<file path="src/rtl/key_serial_loader.sv">
// Serial key loader for the RLL-locked netlist: receives KEY_W bits MSB first plus an
// even-parity bit, then commits the key to a held bus. Retries are limited, then the block locks out.
module key_serial_loader #(
  parameter int unsigned KEY_W     = 32,
  parameter int unsigned TIMEOUT   = 255,
  parameter int unsigned MAX_RETRY = 3
) (
  input  logic             clk,
  input  logic             rst_n,
  input  logic             load_start,
  input  logic             sdi,
  input  logic             sdi_valid,
  output logic             sdi_ready,
  output logic [KEY_W-1:0] key_out,
  output logic             key_armed,
  output logic             load_err,
  output logic             lockout,
  output logic             busy
);

  localparam int unsigned BIT_W  = $clog2(KEY_W + 1);
  localparam int unsigned IDLE_W = $clog2(TIMEOUT + 1);
  localparam int unsigned FAIL_W = $clog2(MAX_RETRY + 1);

  typedef enum logic [2:0] {
    ST_IDLE,
    ST_LOAD,
    ST_CHECK,
    ST_ARMED,
    ST_ERROR
  } state_e;

  state_e             state_q, state_d;
  logic [KEY_W-1:0]   shadow_q, shadow_d;
  logic [BIT_W-1:0]   bit_cnt_q, bit_cnt_d;
  logic [IDLE_W-1:0]  idle_cnt_q, idle_cnt_d;
  logic [FAIL_W-1:0]  fail_cnt_q, fail_cnt_d;
  logic               parity_q, parity_d;
  logic               sdi_ready_q, sdi_ready_d;
  logic [KEY_W-1:0]   key_out_q, key_out_d;
  logic               key_armed_q, key_armed_d;
  logic               load_err_q, load_err_d;
  logic               lockout_q, lockout_d;
  logic               busy_q, busy_d;
  logic               beat;

  // sdi_ready_q is high exactly while the state register holds LOAD
  assign beat = sdi_valid & sdi_ready_q;

  always_ff @(posedge clk or negedge rst_n) begin
    if (!rst_n) begin
      state_q     <= ST_IDLE;
      shadow_q    <= '0;
      bit_cnt_q   <= '0;
      idle_cnt_q  <= '0;
      fail_cnt_q  <= '0;
      parity_q    <= 1'b0;
      sdi_ready_q <= 1'b0;
      key_out_q   <= '0;
      key_armed_q <= 1'b0;
      load_err_q  <= 1'b0;
      lockout_q   <= 1'b0;
      busy_q      <= 1'b0;
    end else begin
      state_q     <= state_d;
      shadow_q    <= shadow_d;
      bit_cnt_q   <= bit_cnt_d;
      idle_cnt_q  <= idle_cnt_d;
      fail_cnt_q  <= fail_cnt_d;
      parity_q    <= parity_d;
      sdi_ready_q <= sdi_ready_d;
      key_out_q   <= key_out_d;
      key_armed_q <= key_armed_d;
      load_err_q  <= load_err_d;
      lockout_q   <= lockout_d;
      busy_q      <= busy_d;
    end
  end

  // Next state plus shift/count datapath
  always_comb begin
    state_d    = state_q;
    shadow_d   = shadow_q;
    bit_cnt_d  = bit_cnt_q;
    idle_cnt_d = idle_cnt_q;
    fail_cnt_d = fail_cnt_q;
    parity_d   = parity_q;
    case (state_q)
      ST_IDLE: begin
        if (load_start) begin
          state_d    = ST_LOAD;
          shadow_d   = '0;
          bit_cnt_d  = '0;
          idle_cnt_d = '0;
        end
      end
      ST_LOAD: begin
        if (beat) begin
          idle_cnt_d = '0;
          if (bit_cnt_q == BIT_W'(KEY_W)) begin
            parity_d = sdi;
            state_d  = ST_CHECK;
          end else begin
            shadow_d  = {shadow_q[KEY_W-2:0], sdi};
            bit_cnt_d = bit_cnt_q + BIT_W'(1);
          end
        end else begin
          if (idle_cnt_q != IDLE_W'(TIMEOUT)) begin
            idle_cnt_d = idle_cnt_q + IDLE_W'(1);
          end
          // this idle cycle is the TIMEOUT-th in a row
          if (idle_cnt_q >= IDLE_W'(TIMEOUT - 1)) begin
            state_d    = ST_ERROR;
            fail_cnt_d = fail_cnt_q + FAIL_W'(1);
          end
        end
      end
      ST_CHECK: begin
        if ((^shadow_q) == parity_q) begin
          state_d = ST_ARMED;
        end else begin
          state_d    = ST_ERROR;
          fail_cnt_d = fail_cnt_q + FAIL_W'(1);
        end
      end
      ST_ARMED: begin
        state_d = ST_ARMED;
      end
      ST_ERROR: begin
        if (load_start && (fail_cnt_q < FAIL_W'(MAX_RETRY))) begin
          state_d    = ST_LOAD;
          bit_cnt_d  = '0;
          idle_cnt_d = '0;
        end
      end
      default: state_d = ST_IDLE;
    endcase
    if (state_d == ST_ERROR || (state_q == ST_ERROR && state_d == ST_LOAD)) begin
      shadow_d = '0;
    end
  end

  // Registered outputs follow the next state so they line up with state_q
  always_comb begin
    sdi_ready_d = (state_d == ST_LOAD);
    busy_d      = (state_d == ST_LOAD) || (state_d == ST_CHECK);
    key_armed_d = (state_d == ST_ARMED);
    load_err_d  = (state_d == ST_ERROR);
    lockout_d   = lockout_q || (fail_cnt_d == FAIL_W'(MAX_RETRY));
    key_out_d   = key_out_q;
    if (state_q == ST_CHECK && state_d == ST_ARMED) begin
      key_out_d = shadow_q;
    end
    if (state_d == ST_ERROR) begin
      key_out_d = '0;
    end
  end

  assign sdi_ready = sdi_ready_q;
  assign key_out   = key_out_q;
  assign key_armed = key_armed_q;
  assign load_err  = load_err_q;
  assign lockout   = lockout_q;
  assign busy      = busy_q;

endmodule

</file>
<file path="config.mk">
export PLATFORM = sky130hd
export DESIGN_NAME = key_serial_loader
export DESIGN_NICKNAME = d
export VERILOG_FILES = /design/src/rtl/key_serial_loader.sv
export SDC_FILE = /design/constraint.sdc
export NUM_CORES = 1
export LEC_CHECK = 0
export ABC_AREA = 0
export CAP_MARGIN = 25
export CORE_MARGIN = 10
export CORE_UTILIZATION = 60
export CTS_CLUSTER_SIZE = 30
export DETAILED_ROUTE_END_ITERATION = 7
export PLACE_DENSITY = 0.89
export SLEW_MARGIN = 5
export SYNTH_ARGS = -nofsm -noshare
export SYNTH_HDL_FRONTEND = slang
export SYNTH_SLANG_ARGS = --single-unit
</file>
<file path="constraint.sdc">
create_clock -name clk -period 5.93 [get_ports clk]
set_input_delay 1.4825 -clock clk [delete_from_list [all_inputs] [get_ports clk]]
set_output_delay 1.4825 -clock clk [all_outputs]
set_load 0.02 [all_outputs]
</file>
==> run summary, run 1 <==
The layout overhead on the synthesized area works out to 15.6%. The logs give 52.9% for the sequential fraction of the synthesis area and 4670 um2 for the placed standard-cell area. Clock tree synthesis inserted a total of 9 buffers.

The logs give 0 for the max-capacitance violation count and 6790 um2 for the placeable core area. Setup slack on the critical path of the routed design comes to 2.35 ns. The kind of end point of the critical path is a flop.

Global routing finished with a remaining overflow of 0. In the final layout, the share of cells above drive strength 1 is 9.57%. The final total negative setup slack came out at 0 ns.

The first global-routing pass estimated 15100 um of wire. In the global route stage, overall resource usage came out at 16.7%. TritonCTS built the clock tree. From bottom edge to top edge, the die measures 104 um. The upper clock frequency limit came out at 280 MHz.

Clock-pin slew was measured on the worst setup and hold paths at 0.09 ns. The initial cell density of the core came out at 62.0%. Yosys printed 0 warnings. At the worst endpoint, the required time is 6.14 ns.

The finished cells cover 4870 um2. The synthesized netlist occupies a cell area of 4210 um2. For the setup slack after placement, the log shows 2.03 ns. In this design, the largest share of critical-path delay is due to compound AO/OA/AOI/OAI gates.

The die area was 10800 um2; the number of standard-cell rows in the floorplan was 30. In the post-synthesis netlist, the biggest area contributors are sky130_fd_sc_hd__dfrtp_1, sky130_fd_sc_hd__a22o_1, sky130_fd_sc_hd__xnor2_1. The number of flops mapped to enable cells by yosys came out at 0. The synthesized design contains 89 register bits.

The largest fanout of any net on the critical path is 19. The net count of the finished layout is 444. Entering global routing, the biggest net connects 63 pins. The analysis attributes to cell leakage a power of 2.19 nW.

The slowest stage of the critical path belongs to the cell sky130_fd_sc_hd__a2111o_1. For this run, design rule violations remaining after detail routing come to 0. Traced cell by cell, the critical path runs through clkdlybuf4s50_1 -> a21oi_1 -> a2111o_1 -> nand2_2 -> nor2_1 -> o21ai_2 -> mux2i_1. The run gives 0 as the post-CTS repair timing setup buffer count. The tools report the routed wire length as 8850 um. The most used standard cell by instance count after synthesis is sky130_fd_sc_hd__dfrtp_1. VDD sags by at most 0.308 mV. At the end of routability-driven placement, the weighted congestion stood at 0.860. The cell count after synthesis is 398.

The worst-margin pin slew works out to 0.951 ns. For the worst clock skew, the log shows 0.0139 ns. The number of buffers added to fix hold violations after cts is 0, and the hold violation total from the final report is 0. The antenna diode count was 0; the deepest clock path buffer count was 2. The endpoint arrival time on the critical path is 3.79 ns, and the delay contributed by the slowest stage of the critical path is 0.61 ns.

CTS built an H-tree with a depth of 3. The first detailed-routing pass took 5 iterations. Number of antenna violations at the first check in global routing: 0. The critical setup path kind was in2reg.

Setup repair after global routing left no endpoint under its margin. Counting instances in the post-synthesis netlist gives the leading cell types as sky130_fd_sc_hd__dfrtp_1, sky130_fd_sc_hd__nand2_1, sky130_fd_sc_hd__a22o_1. Clock period minus final worst setup slack: 3.58 ns. The worst hold path belongs to the class reg2reg. The number of nets handed over by synthesis was 408. The die is 104 um wide.

For the remaining max-slew budget at the tightest pin, the log shows 36.0%. STA classifies the critical path startpoint as an input port. Setup violations remaining at the end of the flow were counted as 0.

For the worst-skew pair, the clock arrives at the later sink with an insertion delay of 0.36 ns. Buffers placed on the I/O ports in this run total 41. The number of filler instances in the final layout is 457, and the buffers plus inverters on the worst setup path is 1.

The via count of the first global-routing pass came out at 3064. Detailed placement finished with a half-perimeter wire length of 6010 um. The ratio of total power to cell area is 448 nW/um2.

Of all flip-flops after synthesis, the portion carrying an async set or reset was 100%. The flow ran to the end, and the final reports show no timing, DRC or antenna violations. The detailed router finished its first iteration with 230 violations. The number of placed instances, taps included, is 519. Clock tree synthesis selected as its root buffer the cell sky130_fd_sc_hd__clkbuf_8. Across all register-to-register paths, the minimum setup slack is 2.82 ns. The count of pins over their slew limit came out at 0. The distinct cell type count of the synthesized netlist came out at 48. The cell accounting for the most synthesized area is sky130_fd_sc_hd__dfrtp_1. The average cell area after synthesis was 10.6 um2. The clock sink count is 89, and the count of non-filler cells in the finished layout is 535. After clock tree synthesis, the repair step resized 0 gates. Using the TritonRoute via totals, the vias-per-cell ratio works out to 5.80. The portion of synthesized cell area occupied by the leading cell type came out at 52.9%. The detail route stage leaves a number of antenna-violating nets equal to 0. The tools report the total via count after detailed routing as 3102.

Pin placement for this block handled 42 I/O pins. The final routed wire length divided by cell count was 16.5 um. The most used flip-flop cell after synthesis is sky130_fd_sc_hd__dfrtp_1.

The final cycle utilization of the critical path works out to 60.3%.
[logic make-up (layout without fill, tap and decap cells)]
logic type                 after synthesis  after routing  synth area share, %
AOI/OAI and AO/OA                       86             86                 14.6
muxes                                   15             15                 3.59
DFF                                     89             89                 52.9
and+or+nand+nor                        129            129                 14.8
xor gates and xnor gates                34             34                 8.14
adders and majority gates                5              5                 1.48
buffers and inverters                   40             81                 4.54
[cells in the final DEF (no fill, tap or decap), types with 5 or more instances in the layout]
master                            instances
sky130_fd_sc_hd__nand3_1                 30
sky130_fd_sc_hd__nor2_1                  19
sky130_fd_sc_hd__clkdlybuf4s50_1         40
sky130_fd_sc_hd__clkbuf_8                10
sky130_fd_sc_hd__a22o_1                  31
sky130_fd_sc_hd__xnor2_1                 23
sky130_fd_sc_hd__a21oi_1                 22
sky130_fd_sc_hd__inv_1                   19
sky130_fd_sc_hd__mux2i_1                 14
sky130_fd_sc_hd__ha_1                     5
sky130_fd_sc_hd__o31ai_1                  7
sky130_fd_sc_hd__o21ai_0                 13
sky130_fd_sc_hd__xor2_1                   7
sky130_fd_sc_hd__buf_4                    5
sky130_fd_sc_hd__dfrtp_1                 89
sky130_fd_sc_hd__nand2_1                 47
[final cells by class]
type | instances | area [um2] | area share (%)
repair buffers | 46 | 453 | 9.30
flip-flops and latches | 89 | 2230 | 45.7
clock buffers | 10 | 138 | 2.82
well taps | 96 | 120 | 2.47
inverters | 19 | 71.3 | 1.46
multi-input cells | 269 | 1800 | 36.9
clock inverters | 6 | 65.1 | 1.34
[metal layers]
metal | vias up | GRT usage, % | share of wire [%]
li1 | 1457 | - | -
met1 | 1538 | 21.4 | 43
met2 | 94 | 26.3 | 49
met3 | 13 | 3.78 | 5.9
met4 | 0 | 7.55 | 1.5
met5 | - | 0 | 0
[metrics by stage]
| step | power [mW] | hold slack, ns | util [%] |
|---|---|---|---|
| 5_1_grt | 2.32 | 0.517 | 71.7 |
| 3_3_place_gp | 1.75 | 0.473 | 68.5 |
| 2_1_floorplan | 1.59 | 0.446 | - |
| 3_5_place_dp | 1.77 | 0.471 | 68.7 |
| 4_1_cts | 2.19 | 0.489 | 71.7 |
| 6_report | 2.18 | 0.491 | 71.7 |
[registers in the layout (all words and copies together), names as in the netlist]
name / count
idle_cnt_q: 8
state_q: 3
key_out: 32
shadow_q: 32
parity_q: 1
lockout: 1
sdi_ready: 1
fail_cnt_q: 2
bit_cnt_q: 6
key_armed: 1
load_err: 1
busy: 1
[report_power, final]
part           switching [mW]  leakage (nW)  total [mW]  internal, mW
combinational           0.510         0.880       0.948         0.438
clock                   0.211         0.103       0.418         0.207
sequential              0.119          1.21       0.815         0.696
total                   0.840          2.19        2.18          1.34
[final timing paths]
check                           cells after the start                      start                        end
worst min register to register                      1  idle_cnt_q[7]$_DFFE_PN0P_  idle_cnt_q[7]$_DFFE_PN0P_
worst max-delay path                                7                  sdi_valid   shadow_q[12]$_DFFE_PN0P_
worst max register to register                      7       state_q[0]$_DFF_PN0_   shadow_q[12]$_DFFE_PN0P_
max in group asynchronous                           2                      rst_n  idle_cnt_q[3]$_DFFE_PN0P_
worst min-delay path                                1  idle_cnt_q[7]$_DFFE_PN0P_  idle_cnt_q[7]$_DFFE_PN0P_
min in group asynchronous                           1                      rst_n    key_out[28]$_DFFE_PN0P_
(Power assumes the default switching activity.)
==> run 2, diff against run 1 <==
CORE_UTILIZATION = 51   (was 60)
PLACE_DENSITY = 0.81   (was 0.89)
clock period = 3.1 ns   (was 5.93 ns; I/O delays follow)
==> run summary, run 2 (synthesis results as in run 1) <==
TritonCTS built the clock tree. The hold violation total from the final report is 0 (unchanged). The width of the die works out to 111 um (+6.8%). STA classifies the critical path endpoint as a flop. The initial cell density of the core was 51.8% (-10 points); the post-route core utilization was 60.1% (-12 points).

The worst-margin pin slew works out to 0.881 ns (-0.0710 ns). CTS buffer count: 9 (unchanged). Post-CTS repair timing setup buffer count: 0 (unchanged).

The run gives 3.38 ns (-2.76 ns) as the data required time at the worst endpoint. The final total negative setup slack is 0 ns (unchanged). The via count of the first global-routing pass is 3128 (+2.1%), and the number of filler instances in the final layout is 661 (+45%).

Total overflow reported by the global router: 0 (unchanged). From synthesis to final layout, the design area changed by 16.0%. The ratio of total power to cell area works out to 842 nW/um2 (+88%). The type of element launching the critical path is a flop. The top cell types in the final layout, fill and taps aside, are sky130_fd_sc_hd__dfrtp_1, sky130_fd_sc_hd__nand2_1, sky130_fd_sc_hd__clkdlybuf4s50_1, sky130_fd_sc_hd__a22o_1, sky130_fd_sc_hd__nand3_1.

The number of antenna violations at the first check in global routing was 0 (unchanged); the number of input and output port buffers inserted was 41 (unchanged). The leakage power total is 2.19 nW (-0.23%), and the largest fanout of any net on the critical path is 14 (-5). For the endpoint arrival time on the critical path, the log shows 3.07 ns (-0.72 ns).

The path class of the tightest hold or removal check is in2async. The flow ran to the end, and the final reports show no timing, DRC or antenna violations. The H-tree level count came out at 3 (unchanged). The cell total after placement is 532 (+2.5%). The antenna diode count was 0 (unchanged); the worst-case vdd ir drop was 0.622 mV (+100%). Count of pins over their slew limit: 0 (unchanged). The tools report the placeable core area as 8130 um2 (+20%). The remaining max-slew budget at the tightest pin is 41.3% (+5.3 points), and the detailed placement HPWL is 6020 um (+0.20%).

The total routing usage reported by global routing was 14.6% (-2.1 points). The remaining design rule violation count is 0 (unchanged). Via-per-instance ratio: 5.69 (-1.8%).

The run gives 89 (unchanged) as the clock sink count. The clock transition time at the flip-flop clock pins of the worst setup and hold paths was 0.09 ns (about the same). The root buffer selected by CTS is sky130_fd_sc_hd__clkbuf_8. The final routed wire length divided by cell count was 16.3 um (-1.8%). For the number of standard-cell rows in the floorplan, the log shows 33 (+10%). The number of nets with antenna violations after detailed routing came out at 0 (unchanged).

The max-capacitance violation count was 0 (unchanged); the routed wire length was 8910 um (+0.63%). Count of non-filler cells in the finished layout: 548 (+2.4%). The tools report the count of TritonRoute iterations in the first routing pass as 4 (-1).

Setup repair after global routing left no endpoint under its margin. The clock period minus final worst setup slack works out to 2.79 ns. The logs give 0 (unchanged) for the count of endpoints failing setup in the final report and 4890 um2 (+0.31%) for the post-route cell area. For the maximum number of pins on one net before global-route repair, the log shows 49 (-22%). After layout, the worst path uses 90.0% of the clock period. Worst clock skew: 0.00752 ns (-0.00640 ns).

The critical setup path kind was reg2reg. The number of DRC markers after the initial detailed-route iteration came out at 260 (+13%). The height of the die was 111 um (+6.8%). For the worst-skew pair later-pin latency, the log shows 0.36 ns (about the same). The upper clock frequency limit was 359 MHz; the number of ports placed on the die boundary was 42 (unchanged). The logs give 0 (unchanged) for the number of resized instances in the post-cts repair step and 2 (unchanged) for the deepest clock path buffer count. The placed standard-cell area is 4720 um2 (+0.99%). Most common cell after layout, fill and taps aside: sky130_fd_sc_hd__dfrtp_1. Global-route wire length before repair: 15200 um (+1.1%). For the routability congestion estimate from global placement, the log shows 0.834 (-3.0%). The share of post-route cells with drive strength above 1 was 10.2% (+0.59 points). The number of buffers added to fix hold violations after cts is 0 (unchanged).

For the total via count after detailed routing, the log shows 3119 (+0.55%). For the die area, the log shows 12300 um2 (+14%). The net count reported at finish is 448 (+0.90%).
==> run 2: cell count changes in the layout (fill, tap and decap cells not counted) <==
cell / change
sky130_fd_sc_hd__clkinvlp_4: +3
sky130_fd_sc_hd__buf_12: +1
sky130_fd_sc_hd__clkbuf_1: +1
sky130_fd_sc_hd__clkinv_4: -1
sky130_fd_sc_hd__bufinv_16: -1
sky130_fd_sc_hd__clkinv_2: -1
sky130_fd_sc_hd__clkbuf_8: -1
sky130_fd_sc_hd__buf_4: +4
sky130_fd_sc_hd__buf_8: -1
==> run 2: through the flow <==
stage	power (mW)	setup slack (ns)	hold slack, ns
final	4.11	0.311	0.423
after CTS	4.12	0.300	0.439
after global placement	3.30	0.298	0.447
after global routing	4.39	0.108	0.478
after detailed placement	3.40	0.246	0.449
after floorplan	3.03	0.755	0.446
==> run 2: final timing paths <==
check                           cells after the start                startpoint  slack [ns]                       end
worst max-delay path                                7  shadow_q[25]$_DFFE_PN0P_        0.31  shadow_q[12]$_DFFE_PN0P_
worst min-delay path                                1                     rst_n        0.42   key_out[27]$_DFFE_PN0P_
worst max register to register                      7  shadow_q[25]$_DFFE_PN0P_        0.31  shadow_q[12]$_DFFE_PN0P_
worst min register to register                      1         lockout$_DFF_PN0_        0.47         lockout$_DFF_PN0_
max in group asynchronous                           2                     rst_n        2.04  shadow_q[24]$_DFFE_PN0P_
min in group clk                                    1         lockout$_DFF_PN0_        0.47         lockout$_DFF_PN0_
==> run 2: worst max-delay path, stage by stage (launching register included) <==
cell                      delay, ns
sky130_fd_sc_hd__dfrtp_1       0.44
sky130_fd_sc_hd__xor2_1        0.19
sky130_fd_sc_hd__xnor2_1       0.19
sky130_fd_sc_hd__xnor2_1       0.16
sky130_fd_sc_hd__xnor3_2       0.53
sky130_fd_sc_hd__xnor2_2       0.22
sky130_fd_sc_hd__o21ai_2       0.71
sky130_fd_sc_hd__mux2i_1       0.28
==> run 2: power by group <==
part	internal, mW	total, mW	leakage, nW	switching (mW)
combinational	0.849	1.83	0.903	0.983
sequential	1.33	1.56	1.21	0.228
clock	0.293	0.721	0.0749	0.429
total	2.47	4.11	2.19	1.64
==> run 2: routing by layer <==
layer	GRT usage, %	routed length (um)
met2	24.2	4400
met3	2.87	410
met4	6.42	176
met5	0	0
met1	17.9	3920
==> run 2: cell type report <==
cell class / instances / area, um2 / share of cell area, %
tap: 105 / 131 / 2.69
multi-input combinational: 269 / 1800 / 36.8
clock buffer: 10 / 128 / 2.61
clock inverter: 6 / 43.8 / 0.896
sequential: 89 / 2230 / 45.6
timing repair buffer: 50 / 488 / 9.98
inverter: 19 / 71.3 / 1.46
